<file path="src/rtl/fetch_queue.sv">
// Purpose    : instruction fetch queue between IFU and decode; circular buffer of {pred_taken, instr, tag}.
// Latency    : 1 cycle minimum push-to-head, with no input-to-output bypass.
// Backpressure: stall_out rises at DEPTH-SKID entries; a word arriving while full with no pop is dropped and sets overflow.
//
// Ports:
//   clk, rst                    rising-edge clock, synchronous active-high reset
//   in_valid/in_instr/in_tag/in_pred_taken   word from IFU
//   flush                       redirect from EXU: empties the queue at the next edge
//   stall_out                   back-pressure to IFU (combinational)
//   out_valid/out_ready/out_*   head entry handshake with decode
//   count                       occupancy, 0..DEPTH
//   overflow                    sticky: a word was dropped (cleared only by rst)
module fetch_queue #(
    parameter int DEPTH     = 4,
    parameter int SKID      = 2,
    parameter int XLEN      = 32,
    parameter int INSTR_LEN = 32
) (
    input  logic                       clk,
    input  logic                       rst,
    input  logic                       in_valid,
    input  logic [INSTR_LEN-1:0]       in_instr,
    input  logic [XLEN-1:0]            in_tag,
    input  logic                       in_pred_taken,
    input  logic                       flush,
    output logic                       stall_out,
    output logic                       out_valid,
    input  logic                       out_ready,
    output logic [INSTR_LEN-1:0]       out_instr,
    output logic [XLEN-1:0]            out_tag,
    output logic                       out_pred_taken,
    output logic [$clog2(DEPTH+1)-1:0] count,
    output logic                       overflow
);

    localparam int PW      = $clog2(DEPTH);
    localparam int CW      = $clog2(DEPTH+1);
    localparam int ENTRY_W = 1 + INSTR_LEN + XLEN;

    localparam logic [CW-1:0] FULL_LVL  = CW'(DEPTH);
    localparam logic [CW-1:0] STALL_LVL = CW'(DEPTH - SKID);

    logic [ENTRY_W-1:0] mem [DEPTH];
    logic [PW-1:0]      wr_ptr;
    logic [PW-1:0]      rd_ptr;

    logic full;
    logic pop;
    logic push;
    logic drop;

    assign full = (count == FULL_LVL);
    assign pop  = out_valid & out_ready & ~flush;
    // A full queue still accepts a word when the head leaves in the same cycle.
    assign push = in_valid & ~flush & (~full | pop);
    assign drop = in_valid & ~flush & full & ~pop;

    assign out_valid = (count != '0);
    assign stall_out = (count >= STALL_LVL) & ~flush;

    assign {out_pred_taken, out_instr, out_tag} = mem[rd_ptr];

    // Storage carries no reset; out_valid qualifies every read.
    always_ff @(posedge clk) begin
        if (push && !rst) begin
            mem[wr_ptr] <= {in_pred_taken, in_instr, in_tag};
        end
    end

    always_ff @(posedge clk) begin
        if (rst) begin
            wr_ptr   <= '0;
            rd_ptr   <= '0;
            count    <= '0;
            overflow <= 1'b0;
        end else begin
            if (flush) begin
                wr_ptr <= '0;
                rd_ptr <= '0;
                count  <= '0;
            end else begin
                // Pointers are log2(DEPTH) bits, so they wrap modulo DEPTH on their own.
                if (push) begin
                    wr_ptr <= wr_ptr + PW'(1);
                end
                if (pop) begin
                    rd_ptr <= rd_ptr + PW'(1);
                end
                case ({push, pop})
                    2'b10:   count <= count + CW'(1);
                    2'b01:   count <= count - CW'(1);
                    default: count <= count;
                endcase
            end
            // Sticky: survives flush on purpose so software can see a lost word.
            if (drop) begin
                overflow <= 1'b1;
            end
        end
    end

endmodule

</file>
<file path="config.mk">
export PLATFORM = sky130hd
export DESIGN_NAME = fetch_queue
export DESIGN_NICKNAME = d
export VERILOG_FILES = /design/src/rtl/fetch_queue.sv
export SDC_FILE = /design/constraint.sdc
export NUM_CORES = 1
export LEC_CHECK = 0
export ABC_AREA = 1
export CAP_MARGIN = 5
export CORE_UTILIZATION = 49
export CTS_CLUSTER_SIZE = 8
export DETAILED_ROUTE_END_ITERATION = 10
export PLACE_DENSITY_LB_ADDON = 0.05
export SLEW_MARGIN = 20
export SYNTH_ARGS = -nofsm -noshare
export SYNTH_HDL_FRONTEND = slang
export SYNTH_SLANG_ARGS = --single-unit
</file>
<file path="constraint.sdc">
create_clock -name clk -period 4.9 [get_ports clk]
set_input_delay 0.98 -clock clk [delete_from_list [all_inputs] [get_ports clk]]
set_output_delay 0.98 -clock clk [all_outputs]
set_load 0.05 [all_outputs]
</file>
Yosys cells after proc, flatten, opt, wreduce, memory -nomap -nowiden
Memories as Yosys holds them, arrays and structs flattened. A register that Yosys moved wholly into a read port is not among the register bits.
Cells that the tools add are included.

cells by class
  $add $sub $neg = 4
  magnitude comparators = 1
  eq/ne operators = 3
  multiplexer cells = 5
  bitwise logic cells = 11
  reduce and logical (&&, ||, !) cells = 5

operator list
  cell                                                 count
  bitwise AND 1 bit                                    7
  case mux 3 bit (2 select lines)                      1
  adder 2 x 1 -> 2 bit, second input constant          2
  two-way mux 2 bit                                    2
  adder 3 x 1 -> 3 bit, second input constant          1
  == test 3 bit, second input constant                 1
  >= comparator 3 x 2 -> 1 bit, second input constant  1
  inverter 1 bit                                       3
  nonzero test 3 bit                                   1
  subtractor 3 x 1 -> 3 bit, second input constant     1
  == test 2 x 1 -> 1 bit, second input constant        1
  == test 2 bit, second input constant                 1
  two-way mux 1 bit                                    2
  nonzero test 2 bit                                   1
  OR reduction 2 bit                                   1
  logical AND 1 bit                                    1
  zero test 1 bit                                      1
  OR 1 bit                                             1

storage, ports and cells
  flip-flop bits (word level) = 8
  bits in writable memories = 260
  bits of input ports = 70
  output and inout bits = 71
  logic and storage cells = 34
  memories = 1

memories
  name  depth  bits a word  rd ports  clocked after memory_dff  write ports  RTL line  RTL
  mem   4      65           1         1                         1            43        logic [ENTRY_W-1:0] mem [DEPTH];

Logic depth before layout (Yosys ltp)
  depth after elaboration = 8
  depth in mapped cells = 9

Worst setup path before layout
No wires, ideal clock.

  path kind = register to register
  start point = register count[0]
  end point = memory mem[0][0] in the netlist's numbering, enable pin
  arrival = 4,338 ps
  slack = 74 ps
  stages on the path, launching flop included = 8
  buffers on the path = 0
  cells stage by stage = dfxtp_1 inv_1 nand2_2 nand2_4 nand2_2 nand2_2 or2_4 nor2_1

on the way
  cells in the longest elaborated chain, start to end = 8

ends and longest elaborated chain
  element                                  RTL line  RTL
  from (decl)                              32        output logic [$clog2(DEPTH+1)-1:0] count,
  from (signal assigned)                   90        2'b10: count <= count + CW'(1);
  from (signal assigned)                   91        2'b01: count <= count - CW'(1);
  from (signal assigned)                   92        default: count <= count;
  nonzero test 3 bit                       58        assign out_valid = (count != '0);
  via out_valid                            27        output logic out_valid,
  bitwise AND 1 bit (2 in a row)           53        assign pop = out_valid & out_ready & ~flush;
  OR 1 bit                                 55        assign push = in_valid & ~flush & (~full | pop);
  bitwise AND 1 bit                        55
  logical AND 1 bit                        65        if (push && !rst) begin
  two-way mux 1 bit                        65
  two-way mux 1 bit (not written as such)  66        mem[wr_ptr] <= {in_pred_taken, in_instr, in_tag};
  to (decl)                                43

The timed path passes the listed nets, and every way through them passes these cells.

==> impl_metrics.sql <==
INSERT INTO impl_metrics (metric_group, metric, value, unit) VALUES
('job', 'cap_viol_max_count', '0', ''),
('clock_tree', 'clock_insertion_delay_worst_skew', '0.50', 'ns'),
('floorplanning', 'floorplan.io_pins', '141', ''),
('clock_tree', 'clk_pin_slew_worst_setup_hold_paths', '0.04', 'ns'),
('worst_hold_path', 'worstHoldStart', 'rd_ptr[1]', ''),
('sta', 'clock-skew-final', '0.00736', 'ns'),
('sta', 'final_worst_setup_slack', '0.843', 'ns'),
('sta', 'setup_violations', '0', ''),
('clock_tree', 'h_tree_levels', '2', ''),
('cells_and_area', 'utilization', '0.636', ''),
('floorplanning', 'floorplan.rows', '52', ''),
('critical_path', 'cp_max_delay_cell', 'sky130_fd_sc_hd__clkdlybuf4s50_1', ''),
('sta', 'layout_worst_path_cycle_share', '0.828', ''),
('synthesis', 'synth-seq-cells', '270', ''),
('synthesis', 'synthesis.instances', '708', ''),
('synthesis', 'edff_count_synth', '260', ''),
('sta', 'max_slew.worst_pin.slew', '0.741', 'ns'),
('critical_path', 'worstReg2RegStart', 'count[0]', ''),
('grt', 'grt_start_max_net_pins', '66', ''),
('synthesis', 'post_synth.cell_area_avg', '14.4', 'um2'),
('synthesis', 'ys_types', '26', ''),
('cells_and_area', 'nFillCells', '1510', ''),
('cells_and_area', 'final_net_count', '936', ''),
('route', 'drt-pass1-iter-count', '4', ''),
('sta', 'report.final.slew_viol_count', '0', ''),
('worst_hold_path', 'whs_path_depth', '2', ''),
('route', 'drcViolationCount', '0', ''),
('worst_hold_path', 'hold_path_class', 'flip-flop to flip-flop', ''),
('sta', 'max-slew-margin-rel', '0.506', ''),
('grt', 'number_of_antenna_violations_at_the_first_check_in_global_routing', '1', ''),
('grt', 'globalRouteTotalUtil', '0.206', ''),
('critical_path', 'end_kind', 'output pin', ''),
('synthesis', 'synth_async_sr_flop_share', '0', ''),
('cells_and_area', 'syn_to_final_growth', '26.9', '%'),
('grt', 'grt_pass1_wl', '33.9', 'mm'),
('route', 'finalWirelength', '21.7', 'mm'),
('outcome', 'run_status', 'complete, no violations', ''),
('clock_tree', 'tritoncts.num_buffers', '39', ''),
('power', 'power', '5.15', 'mW'),
('floorplanning', 'dieWidth', '146', 'um'),
('critical_path', 'setup.worst_path.start_class', 'flip-flop', ''),
('critical_path', 'cp_cell_sequence', 'inv_4 -> buf_4 -> o21ai_0 -> o22ai_1 -> clkdlybuf4s50_1', ''),
('sta', 'max_clock_freq', '0.247', 'GHz'),
('clock_tree', 'clock_sinks', '270', ''),
('synthesis', 'synth_sequential_area_ratio', '0.786', ''),
('synthesis', 'synth.net_count', '783', ''),
('floorplanning', 'core-area', '0.0203', 'mm2'),
('cells_and_area', 'post_route_cells_drive_above_1_share', '0.0818', ''),
('critical_path', 'worst_ep_arrival_time', '3.08', 'ns'),
('critical_path', 'cp_data_required_time', '3.92', 'ns'),
('clock_tree', 'post_cts_hold_buffer_count', '0', ''),
('placement', 'hpwlAfterDp', '12.3', 'mm'),
('clock_tree', 'cts_tree', 'done', ''),
('synthesis', 'post_synth_instance_area', '0.0102', 'mm2'),
('power', 'power-per-cell-area', '399', 'mW/mm2'),
('clock_tree', 'cts_max_path_buffers', '3', ''),
('cells_and_area', 'multi_input_comb_area', '0.00188', 'mm2'),
('power', 'total_leakage_power', '4.34', 'nW'),
('cells_and_area', 'layout.cell_area.non_filler', '0.0129', 'mm2'),
('grt', 'number_of_global_route_vias_before_repair', '6337', ''),
('clock_tree', 'post_cts_setup_buffers', '0', ''),
('placement', 'place_area', '0.0119', 'mm2'),
('route', 'vias_per_cell', '5.49', ''),
('cells_and_area', 'area.sequential', '0.00801', 'mm2'),
('floorplanning', 'dieHeight', '146', 'um'),
('power', 'ir_worst_vdd', '0.280', 'mV'),
('clock_tree', 'cts.repair.resized', '0', ''),
('route', 'drt_iter0_drc', '389', ''),
('route', 'postRouteAntennaNets', '0', ''),
('critical_path', 'setup.worst_path.class', 'flip-flop to output pin', ''),
('sta', 'grt_setup_unrepaired', 'no', '');
-- critical path: cells and delay by family (launching register included) --
family	cells	cell delay [ns]
buffers and inverters	3	1.70
DFF	1	0.44
AOI/OAI and AO/OA	2	0.43
-- sequential cells by signal, summed over array words and instances, names as in the netlist, named ones only --
name      cells
mem         260
count         3
rd_ptr        2
wr_ptr        2
overflow      1
-- cells in the final DEF, fill, tap and decap left out, types with 2 or more instances in the layout --
cell and count:
sky130_fd_sc_hd__nand3_1 4, sky130_fd_sc_hd__nor2_1 143, sky130_fd_sc_hd__clkdlybuf4s50_1 140, sky130_fd_sc_hd__buf_12 4, sky130_fd_sc_hd__a21oi_1 5, sky130_fd_sc_hd__nor2_4 5, sky130_fd_sc_hd__clkbuf_16 41, sky130_fd_sc_hd__o21ai_1 39
sky130_fd_sc_hd__ha_1 4, sky130_fd_sc_hd__buf_4 10, sky130_fd_sc_hd__o22ai_1 65, sky130_fd_sc_hd__clkbuf_1 7, sky130_fd_sc_hd__inv_1 18, sky130_fd_sc_hd__nand2_1 4, sky130_fd_sc_hd__nand4_1 2, sky130_fd_sc_hd__edfxtp_1 260
sky130_fd_sc_hd__o21ai_0 96, sky130_fd_sc_hd__dfxtp_1 8, sky130_fd_sc_hd__nand2_2 3
-- path summary, 6_finish.rpt --
kind / endpoint / slack [ns]
setup reg to reg: mem[3][42] / 2.55
hold / removal: flip-flop / 0.46
hold reg to reg: flip-flop / 0.46
setup / recovery: out_pred_taken / 0.84
-- cell usage after synthesis (5+ instances only) --
cell	instances	area share
sky130_fd_sc_hd__o21ai_0	96	0.047
sky130_fd_sc_hd__edfxtp_1	260	0.77
sky130_fd_sc_hd__o21ai_1	39	0.019
sky130_fd_sc_hd__a21oi_1	5	0.0025
sky130_fd_sc_hd__clkbuf_1	25	0.0092
sky130_fd_sc_hd__nor2_1	147	0.054
sky130_fd_sc_hd__o22ai_1	65	0.040
sky130_fd_sc_hd__dfxtp_1	10	0.020
sky130_fd_sc_hd__inv_1	19	0.0070
sky130_fd_sc_hd__buf_6	11	0.012
-- layout make-up --
type,instances,area share
Clock buffer,48,0.0815
Timing Repair Buffer,154,0.120
Sequential cell,270,0.620
Multi-Input combinational cell,376,0.145
Tap cell,270,0.0262
Inverter,20,0.00600
Antenna cell,1,0.000194
-- report_power, final --
part | leakage (nW) | switching, mW | internal [mW] | total (mW)
clock network | 0.514 | 0.847 | 1.47 | 2.32
registers | 2.43 | 0.00698 | 2.56 | 2.57
logic | 1.39 | 0.160 | 0.101 | 0.262
total | 4.34 | 1.01 | 4.13 | 5.15
-- per-layer routing --
layer / share of wire / GRT usage / up-vias
met5: 0 / 0 / -
met4: 0.019 / 0.0698 / 0
met3: 0.055 / 0.0503 / 40
met2: 0.49 / 0.337 / 164
met1: 0.44 / 0.272 / 3104
li1: - / - / 2941
-- through the flow --
step	cells	hold slack (ns)
after global routing	1138	0.485
after floorplan	708	0.444
after detailed placement	1090	0.459
after CTS	1138	0.467
final	1139	0.465
after global placement	1090	0.453
-- cells by family after synthesis --
logic type | share of synthesized area
fa+ha+maj | 0.00688
compound gates | 0.109
flops | 0.786
buf+inv | 0.0319
simple gates | 0.0654
No activity file was read; power rests on OpenSTA's default activity.
